$ cat src/rtl/id_ex_operand_stage.sv
// ID/EX pipeline register with operand forwarding.
// Captures decoded operands/control from ID and presents ALU operands in EX,
// bypassing EX/MEM and MEM/WB results to resolve read-after-write hazards.
module id_ex_operand_stage #(
    parameter int DATA_WIDTH     = 32,
    parameter int ALU_CODE_WIDTH = 4,
    parameter int REG_NUM_WIDTH  = 5
) (
    input  logic                      clk,
    input  logic                      rst,
    input  logic                      stall,
    input  logic                      flush,
    input  logic                      idValid,
    input  logic [DATA_WIDTH-1:0]     idRdA,
    input  logic [DATA_WIDTH-1:0]     idRdB,
    input  logic [DATA_WIDTH-1:0]     idImm,
    input  logic                      idUseImm,
    input  logic [ALU_CODE_WIDTH-1:0] idALUCode,
    input  logic [REG_NUM_WIDTH-1:0]  idRs,
    input  logic [REG_NUM_WIDTH-1:0]  idRt,
    input  logic [REG_NUM_WIDTH-1:0]  idWrNum,
    input  logic                      idWrEnable,
    input  logic                      memWrEnable,
    input  logic [REG_NUM_WIDTH-1:0]  memWrNum,
    input  logic [DATA_WIDTH-1:0]     memResult,
    input  logic                      wbWrEnable,
    input  logic [REG_NUM_WIDTH-1:0]  wbWrNum,
    input  logic [DATA_WIDTH-1:0]     wbResult,
    output logic                      exValid,
    output logic [DATA_WIDTH-1:0]     aluInA,
    output logic [DATA_WIDTH-1:0]     aluInB,
    output logic [ALU_CODE_WIDTH-1:0] exALUCode,
    output logic [DATA_WIDTH-1:0]     exStoreData,
    output logic [REG_NUM_WIDTH-1:0]  exWrNum,
    output logic                      exWrEnable
);

    // Select the newest value of a register: EX/MEM result first, then MEM/WB,
    // else the fallback. r0 is hard-wired zero and is never bypassed.
    function automatic logic [DATA_WIDTH-1:0] bypass(
        input logic [REG_NUM_WIDTH-1:0] regNum,
        input logic [DATA_WIDTH-1:0]    fallback,
        input logic                     memEn,
        input logic [REG_NUM_WIDTH-1:0] memNum,
        input logic [DATA_WIDTH-1:0]    memVal,
        input logic                     wbEn,
        input logic [REG_NUM_WIDTH-1:0] wbNum,
        input logic [DATA_WIDTH-1:0]    wbVal
    );
        logic [DATA_WIDTH-1:0] sel;
        sel = fallback;
        if (regNum != '0) begin
            if (memEn && (memNum == regNum))
                sel = memVal;
            else if (wbEn && (wbNum == regNum))
                sel = wbVal;
        end
        return sel;
    endfunction

    // EX stage registers
    logic                      vld_p1;
    logic                      wrEn_p1;
    logic [REG_NUM_WIDTH-1:0]  wrNum_p1;
    logic [ALU_CODE_WIDTH-1:0] aluCode_p1;
    logic [REG_NUM_WIDTH-1:0]  rs_p1;
    logic [REG_NUM_WIDTH-1:0]  rt_p1;
    logic [DATA_WIDTH-1:0]     rdA_p1;
    logic [DATA_WIDTH-1:0]     rdB_p1;
    logic [DATA_WIDTH-1:0]     imm_p1;
    logic                      useImm_p1;

    // Capture-time bypass covers the register-file write happening this same cycle.
    logic [DATA_WIDTH-1:0] capA;
    logic [DATA_WIDTH-1:0] capB;
    assign capA = bypass(idRs, idRdA, 1'b0, '0, '0, wbWrEnable, wbWrNum, wbResult);
    assign capB = bypass(idRt, idRdB, 1'b0, '0, '0, wbWrEnable, wbWrNum, wbResult);

    // ---- ID -> EX boundary: reset clears, flush inserts a bubble, stall holds ----
    always_ff @(posedge clk) begin
        if (rst || flush) begin
            vld_p1     <= 1'b0;
            wrEn_p1    <= 1'b0;
            wrNum_p1   <= '0;
            aluCode_p1 <= '0;
            rs_p1      <= '0;
            rt_p1      <= '0;
            rdA_p1     <= '0;
            rdB_p1     <= '0;
            imm_p1     <= '0;
            useImm_p1  <= 1'b0;
        end else if (!stall) begin
            vld_p1     <= idValid;
            wrEn_p1    <= idWrEnable;
            wrNum_p1   <= idWrNum;
            aluCode_p1 <= idALUCode;
            rs_p1      <= idRs;
            rt_p1      <= idRt;
            rdA_p1     <= capA;
            rdB_p1     <= capB;
            imm_p1     <= idImm;
            useImm_p1  <= idUseImm;
        end
    end

    // EX forwarding on the latched source numbers; tracks mem/wb every cycle.
    logic [DATA_WIDTH-1:0] fwdA;
    logic [DATA_WIDTH-1:0] fwdB;
    assign fwdA = bypass(rs_p1, rdA_p1, memWrEnable, memWrNum, memResult,
                         wbWrEnable, wbWrNum, wbResult);
    assign fwdB = bypass(rt_p1, rdB_p1, memWrEnable, memWrNum, memResult,
                         wbWrEnable, wbWrNum, wbResult);

    assign exValid     = vld_p1;
    assign aluInA      = fwdA;
    assign aluInB      = useImm_p1 ? imm_p1 : fwdB;
    assign exStoreData = fwdB;
    assign exALUCode   = aluCode_p1;
    assign exWrNum     = wrNum_p1;
    assign exWrEnable  = wrEn_p1 & vld_p1;

endmodule
$ cat config.mk
export PLATFORM = sky130hd
export DESIGN_NAME = id_ex_operand_stage
export DESIGN_NICKNAME = d
export VERILOG_FILES = /design/src/rtl/id_ex_operand_stage.sv
export SDC_FILE = /design/constraint.sdc
export NUM_CORES = 1
export LEC_CHECK = 0
export ABC_AREA = 1
export ABC_CLOCK_PERIOD_IN_PS = 1700
export BUFFER_PORTS_ARGS = -buffer_cell sky130_fd_sc_hd__buf_2
export CAP_MARGIN = 20
export CORE_MARGIN = 5
export CORE_UTILIZATION = 33
export DETAILED_ROUTE_END_ITERATION = 7
export PLACE_DENSITY = 0.59
export SLEW_MARGIN = 10
export SYNTH_ARGS = -nofsm -noshare
export SYNTH_HDL_FRONTEND = slang
export SYNTH_SLANG_ARGS = --single-unit
export TNS_END_PERCENT = 30
$ cat constraint.sdc
create_clock -name clk -period 1.7 [get_ports clk]
set_input_delay 0.255 -clock clk [delete_from_list [all_inputs] [get_ports clk]]
set_output_delay 0.255 -clock clk [all_outputs]
set_load 0.02 [all_outputs]
==> results.json, run 1 <==
{
  "status": "finished with violations",
  "violations": "negative setup slack",
  "synth-seq-area-share": 0.2661,
  "fin_crit_sh": 1.406,
  "r2r_setup_slack_ns": 0.84,
  "core-area_um2": 26730,
  "tns_ns": -58.77,
  "worstSetupPathType": "reg2out",
  "synth_nets": 1717,
  "area_growth_pct": 51.28,
  "cts_tree": "built",
  "r2r_start": "useImm_p1$_SDFFE_PP0N_",
  "syn_area_um2": 8877,
  "fin_area_um2": 13430,
  "cts.sinks": 118,
  "ios": 305,
  "port-buffer-count": 304,
  "grt_first_pass_wirelength_um": 59050,
  "die_h_um": 174.0,
  "initial_core_util": 0.3322,
  "routed_via_density": 5.116,
  "wire_per_inst_um": 18.56,
  "drc": 0,
  "vias": 11270,
  "placed_cell_area_um2": 11100,
  "ant_nets": 0,
  "synth_flop_cell": "dfxtp_1",
  "drive_gt1_frac": 0.3624,
  "max_clock_freq_mhz": 418.4,
  "synth_cell_types": 32,
  "fin_skew_ns": 0,
  "antenna_found_initial": 6,
  "final.fill_count": 2783,
  "hold_depth": 3,
  "htreeDepth": 4,
  "grt_usage": 0.2428,
  "first_global_vias": 10830,
  "hold_slack_ns": 0.07451,
  "min_path_type": "in2reg",
  "slew_headroom": 0.3873,
  "clockPowerShare": 0.391,
  "worstReg2RegEnd": "useImm_p1$_SDFFE_PP0N_",
  "ys_ff_latch": 118,
  "swShare": 0.3493,
  "grt_start_max_net_pins": 57,
  "finish.net_count": 2042,
  "dieArea_um2": 30280,
  "register_area_um2": 2379,
  "preCtsSetupSlack_ns": -0.3354,
  "end_kind": "output port",
  "yosys_warnings": 0,
  "crit_path_start": "rt_p1[2]$_SDFFE_PP0N_",
  "crit_end": "exStoreData[23]",
  "wirelength_um": 40860,
  "p_seq_frac": 0.317,
  "setup_violations": 96,
  "cts_buffers": 17,
  "fin_crit_ns": 2.390,
  "power.internal_mw": 6.040,
  "num_rows": 60,
  "synth-async-reset-ratio": 0,
  "combPwrFrac": 0.292,
  "multi_input_area_um2": 5877,
  "ir_drop_mv": 0.4984,
  "leakage_nw": 6.690,
  "root_buffer": "clkbuf_16",
  "p_switching_mw": 3.243,
  "finalHoldViolCount": 0,
  "cp_data_arrival_time_ns": 2.14,
  "worst_pin_slew_ns": 0.9177,
  "p_per_area_nw_per_um2": 691.3,
  "rsz0062_at_grt": "yes",
  "die_w_um": 174.0,
  "worstRegToRegCells": 3,
  "dr.pass1.iters": 6,
  "max-cap-violations": 0,
  "fin_ws_ns": -0.6901,
  "cts.clk_slew.worst_paths_ns": 0.07,
  "clockBufferDepth": 2,
  "gp_congestion": 0.8884,
  "crit_required_ns": 1.44,
  "synthCells": 1519,
  "grt_overflow": 0,
  "report.final.slew_viol_count": 0,
  "dp_hpwl_um": 26880,
  "crit_fanout": 8,
  "synth-edff-count": 0,
  "hp-start": "idImm[9]",
  "clkLatencyLatePin_ns": 0.41,
  "cp-start-kind": "register",
  "avgSynthCellArea_um2": 5.844,
  "drt_iter0_drc": 970
}
critical path, stage by stage, from the launching register on:
cell	delay, ns
dfxtp_4	0.36
inv_4	0.08
nor2_2	0.04
buf_4	0.13
nor3_4	0.18
buf_12	0.17
buf_16	0.18
nand3_1	0.09
nand2_1	0.07
nand2_1	0.09
and2_1	0.16
buf_4	0.15
sequential cells by signal (all words and copies together), names as in the netlist:
signal and count:
exValid 1, rdB_p1 32, rt_p1 5, rdA_p1 32, exALUCode 4, imm_p1 32, wrEn_p1 1, rs_p1 5
exWrNum 5, useImm_p1 1
how the worst min path moves through the flow:
stage | slack, ns | to
global placement | 0.45 | exALUCode[2]$_SDFFE_PP0N_
detailed placement | 0.45 | exWrNum[2]$_SDFFE_PP0N_
global route | 0.05 | imm_p1[10]$_SDFFE_PP0N_
CTS | 0.06 | imm_p1[9]$_SDFFE_PP0N_
floorplan | 0.40 | imm_p1[0]$_SDFFE_PP0N_
finish | 0.07 | imm_p1[9]$_SDFFE_PP0N_
through the flow:
stage | util | power, mW | instances
finish | 0.5025 | 9.283 | 2202
CTS | 0.4602 | 9.009 | 2181
global route | 0.5024 | 9.682 | 2201
detailed placement | 0.4154 | 5.187 | 2134
global placement | 0.4154 | 5.183 | 2134
floorplan | - | 4.266 | 1519
cells in the final DEF, fill, tap and decap left out, types with 40 or more instances in the layout:
| cell | count |
|---|---|
| buf_4 | 93 |
| nor2_1 | 156 |
| a21oi_1 | 150 |
| nand2_2 | 68 |
| buf_2 | 213 |
| nor2_2 | 40 |
| nand2_1 | 394 |
| o21ai_0 | 79 |
| inv_1 | 147 |
| nand4_1 | 63 |
| buf_6 | 58 |
| dfxtp_1 | 107 |
| nand3_1 | 40 |
power by group through the flow:
stage	Clock, mW	Sequential, mW	Combinational (mW)
floorplan	0	2.99	1.28
global placement	0	2.99	2.19
detailed placement	0	2.99	2.19
CTS	3.69	2.94	2.38
global route	3.83	2.95	2.91
finish	3.63	2.94	2.71
synth_stat cells, drive strengths merged, types with 2 or more instances:
cell / n / share of area
nand2: 467 / 0.20
nor2: 212 / 0.10
inv: 162 / 0.068
a21oi: 152 / 0.086
dfxtp: 118 / 0.27
o21ai: 82 / 0.046
nand3: 75 / 0.044
nand4: 64 / 0.047
clkbuf: 57 / 0.024
buf: 52 / 0.049
and2: 32 / 0.026
o21bai: 32 / 0.027
nor3: 6 / 0.0065
clkinv: 2 / 0.00085
o22ai: 2 / 0.0014
cell families (layout without fill, tap and decap cells):
logic type	after synthesis	after routing	synth area share
xor gates and xnor gates	2	2	0.001974
AOI/OAI and AO/OA	269	269	0.1617
and+or+nand+nor	857	857	0.4279
other	0	4	0
DFF	118	118	0.2661
buffers and inverters	273	611	0.1424
area by class of cell:
class,instances,area share
Clock buffer,17,0.03168
Tap cell,341,0.03177
Sequential cell,118,0.1771
Timing Repair Buffer,415,0.2635
Multi-Input combinational cell,1128,0.4376
Clock inverter,15,0.01081
Inverter,164,0.04677
Antenna cell,4,0.0007454
routing by layer:
metal | GRT usage | up-vias | wire [um]
met3 | 0.05372 | 81 | 3559
met5 | 0 | - | 34
met1 | 0.3234 | 5194 | 17650
met2 | 0.3907 | 512 | 18540
li1 | - | 5472 | -
met4 | 0.07984 | 6 | 1080
timing repair:
item,4_1_cts,5_1_grt
setup endpoints to repair,96,96
hold buffers,0,0
gates cloned,7,12
setup buffers,8,6
pin swaps,21,53
gates resized for setup,122,221
No activity file was read; power rests on OpenSTA's default activity.
==> inputs of run 2 (changes only) <==
--- a/config.mk
+++ b/config.mk
@@ -7,12 +7,12 @@
 export LEC_CHECK = 0
 export ABC_AREA = 1
 export ABC_CLOCK_PERIOD_IN_PS = 1700
-export BUFFER_PORTS_ARGS = -buffer_cell sky130_fd_sc_hd__buf_2
 export CAP_MARGIN = 20
 export CORE_MARGIN = 5
-export CORE_UTILIZATION = 33
+export CORE_UTILIZATION = 55
 export DETAILED_ROUTE_END_ITERATION = 7
-export PLACE_DENSITY = 0.59
+export DONT_BUFFER_PORTS = 1
+export PLACE_DENSITY = 0.72
 export SLEW_MARGIN = 10
 export SYNTH_ARGS = -nofsm -noshare
 export SYNTH_HDL_FRONTEND = slang
==> run 2 against run 1 <==
  * The run still ends with negative setup slack left
  * Via count down 6.6%
  * Worst hold slack worse by 0.054 ns
  * Register-to-register slack about the same
  * Sequential power about the same
  * Cell count down 17%
  * Utilization up 22 points
  * Setup slack better by 0.039 ns
  * Clock skew unchanged
  * Sequential share of layout area up 3.0 points
  * Combinational power down 20%
  * Non-clock buffer count down 256
  * Largest cell class unchanged
==> results.json, run 2 (same netlist as run 1, synthesis figures left out) <==
{
  "status": "finished with violations",
  "violations": "negative setup slack",
  "dr.pass1.iters": 5,
  "layout_commonest_cell": "nand2_1",
  "cp-start-kind": "register",
  "slew_headroom": 0.6992,
  "max-cap-violations": 0,
  "initial_core_util": 0.5588,
  "cp_top_family": "simple AND/OR/NAND/NOR gates",
  "dp_hpwl_um": 24270,
  "worstReg2RegEnd": "useImm_p1$_SDFFE_PP0N_",
  "final_cell_mix": "405 x nand2_1, 147 x inv_1, 142 x a21oi_1",
  "fin_ws_ns": -0.6512,
  "path_cells": "inv_4 -> nand2_4 -> nand2_4 -> nor3_4 -> nand3_4 -> nand2_4 -> buf_8 -> buf_12 -> a21oi_1 -> nor2_1 -> buf_4",
  "die_h_um": 137.0,
  "cts.clk_slew.worst_paths_ns": 0.06,
  "hp-start": "idRt[4]",
  "antenna_found_initial": 1,
  "drt_iter0_drc": 1014,
  "fin_crit_ns": 2.351,
  "leakage_nw": 5.454,
  "end_kind": "output port",
  "slowest_stage": "dfxtp_4",
  "path_common_cell": "nand2_4",
  "crit_end": "aluInA[31]",
  "first_global_vias": 9805,
  "port-buffer-count": 0,
  "cts_buffers": 17,
  "die_w_um": 137.0,
  "top_regs": "imm_p1 x32, rdA_p1 x32, rdB_p1 x32",
  "grt_start_max_net_pins": 58,
  "hold_depth": 2,
  "finalHoldViolCount": 0,
  "min_path_type": "in2reg",
  "report.final.slew_viol_count": 0,
  "rsz0062_at_grt": "yes",
  "clockBufferDepth": 2,
  "grt_usage": 0.3609,
  "htreeDepth": 4,
  "core-area_um2": 15890,
  "cts_tree": "built",
  "vias": 10520,
  "grt_first_pass_wirelength_um": 52610,
  "grt_overflow": 0,
  "hold_slack_ns": 0.02032,
  "area_growth_pct": 29.22,
  "worstRegToRegCells": 3,
  "ant_nets": 0,
  "wirelength_um": 35150,
  "r2r_setup_slack_ns": 0.83,
  "gp_congestion": 0.9853,
  "cp_data_arrival_time_ns": 2.10,
  "max_clock_freq_mhz": 425.3,
  "ir_drop_mv": 0.7203,
  "num_rows": 46,
  "crit_fanout": 6,
  "root_buffer": "clkbuf_16",
  "crit_path_start": "rs_p1[1]$_SDFFE_PP0N_",
  "clkLatencyLatePin_ns": 0.42,
  "critPathMaxStageDelay_ns": 0.36,
  "worst_pin_slew_ns": 0.4465,
  "crit_required_ns": 1.44,
  "drc": 0,
  "fin_skew_ns": 0,
  "ios": 305,
  "crit_cells": 11,
  "fin_crit_sh": 1.383,
  "drive_gt1_frac": 0.2317,
  "setup_violations": 96,
  "fin_area_um2": 11470,
  "placed_cell_area_um2": 9657,
  "power_mw": 8.935,
  "dieArea_um2": 18780,
  "p_per_area_nw_per_um2": 778.9,
  "cts.sinks": 118,
  "crit_buf_inv": 4,
  "worstSetupPathType": "reg2out",
  "routed_via_density": 5.785,
  "finish.net_count": 1786,
  "r2r_start": "useImm_p1$_SDFFE_PP0N_",
  "wire_per_inst_um": 19.33
}
## run 2: changes by cell type in the layout (fill, tap and decap cells not counted), moves of 8 or more
cell / delta
clkbuf_16: -8
dlygate4sd3_1: +42
buf_2: -213
buf_4: -23
nor2_2: +23
nand3_2: -21
nand2_1: +11
a21oi_2: +8
buf_6: -47
nand2_2: -12
a21oi_1: -8
nand3_1: +28
nor2_1: -22
## run 2: through the flow
stage	utilization	worst slack, ns	setup TNS [ns]	cells
floorplan	-	-0.004196	-0.08744	1519
global placement	0.6079	-0.2563	-12.22	1730
detailed placement	0.6079	-0.2846	-14.26	1730
CTS	0.7051	-0.5750	-47.18	1816
global route	0.7221	-0.7421	-57.48	1818
finish	0.7221	-0.6512	-48.63	1818
## run 2: timing repair
item	CTS	global route
pin swaps	20	42
buffers inserted	7	0
hold endpoints to repair	54	0
hold buffers	43	0
resized for setup	122	74
setup endpoints to repair	96	96
cloned	4	2
## run 2: report_power, final
part | internal (mW) | leakage, nW | switching, mW | total [mW]
logic | 0.835 | 4.19 | 1.34 | 2.18
clock network | 2.36 | 0.293 | 1.45 | 3.81
registers | 2.88 | 0.969 | 0.0756 | 2.95
## run 2: worst reg2reg max path: cells and delay by family (launching register included)
kind / cells / cell delay, ns
AO/OA/AOI/OAI: 1 / 0.10
buffers and inverters: 2 / 0.33
flip-flops: 1 / 0.31
## run 2: worst min path at each step
stage / endpoint
floorplan: imm_p1[0]$_SDFFE_PP0N_
global placement: rt_p1[3]$_SDFFE_PP0N_
detailed placement: rt_p1[3]$_SDFFE_PP0N_
CTS: rs_p1[4]$_SDFFE_PP0N_
global route: imm_p1[30]$_SDFFE_PP0N_
finish: rt_p1[4]$_SDFFE_PP0N_
## run 2: final cells by class
cell class / instances / area (um2)
multi-input cells: 1128 / 5759
fillers: 1329 / 4414
flip-flops and latches: 118 / 2381
repair buffers: 159 / 1821
inverters: 164 / 623.1
clock buffers: 18 / 439.2
well taps: 216 / 270.3
clock inverters: 14 / 175.2
diodes: 1 / 2.502
## run 2: per-layer routing
layer  share of wire  track usage  vias to the layer above
met4           0.045       0.1818                        0
li1                -            -                     4958
met1            0.37       0.4354                     4787
met3            0.11       0.1015                      125
met2            0.48       0.5869                      648
met5               0            0                        -
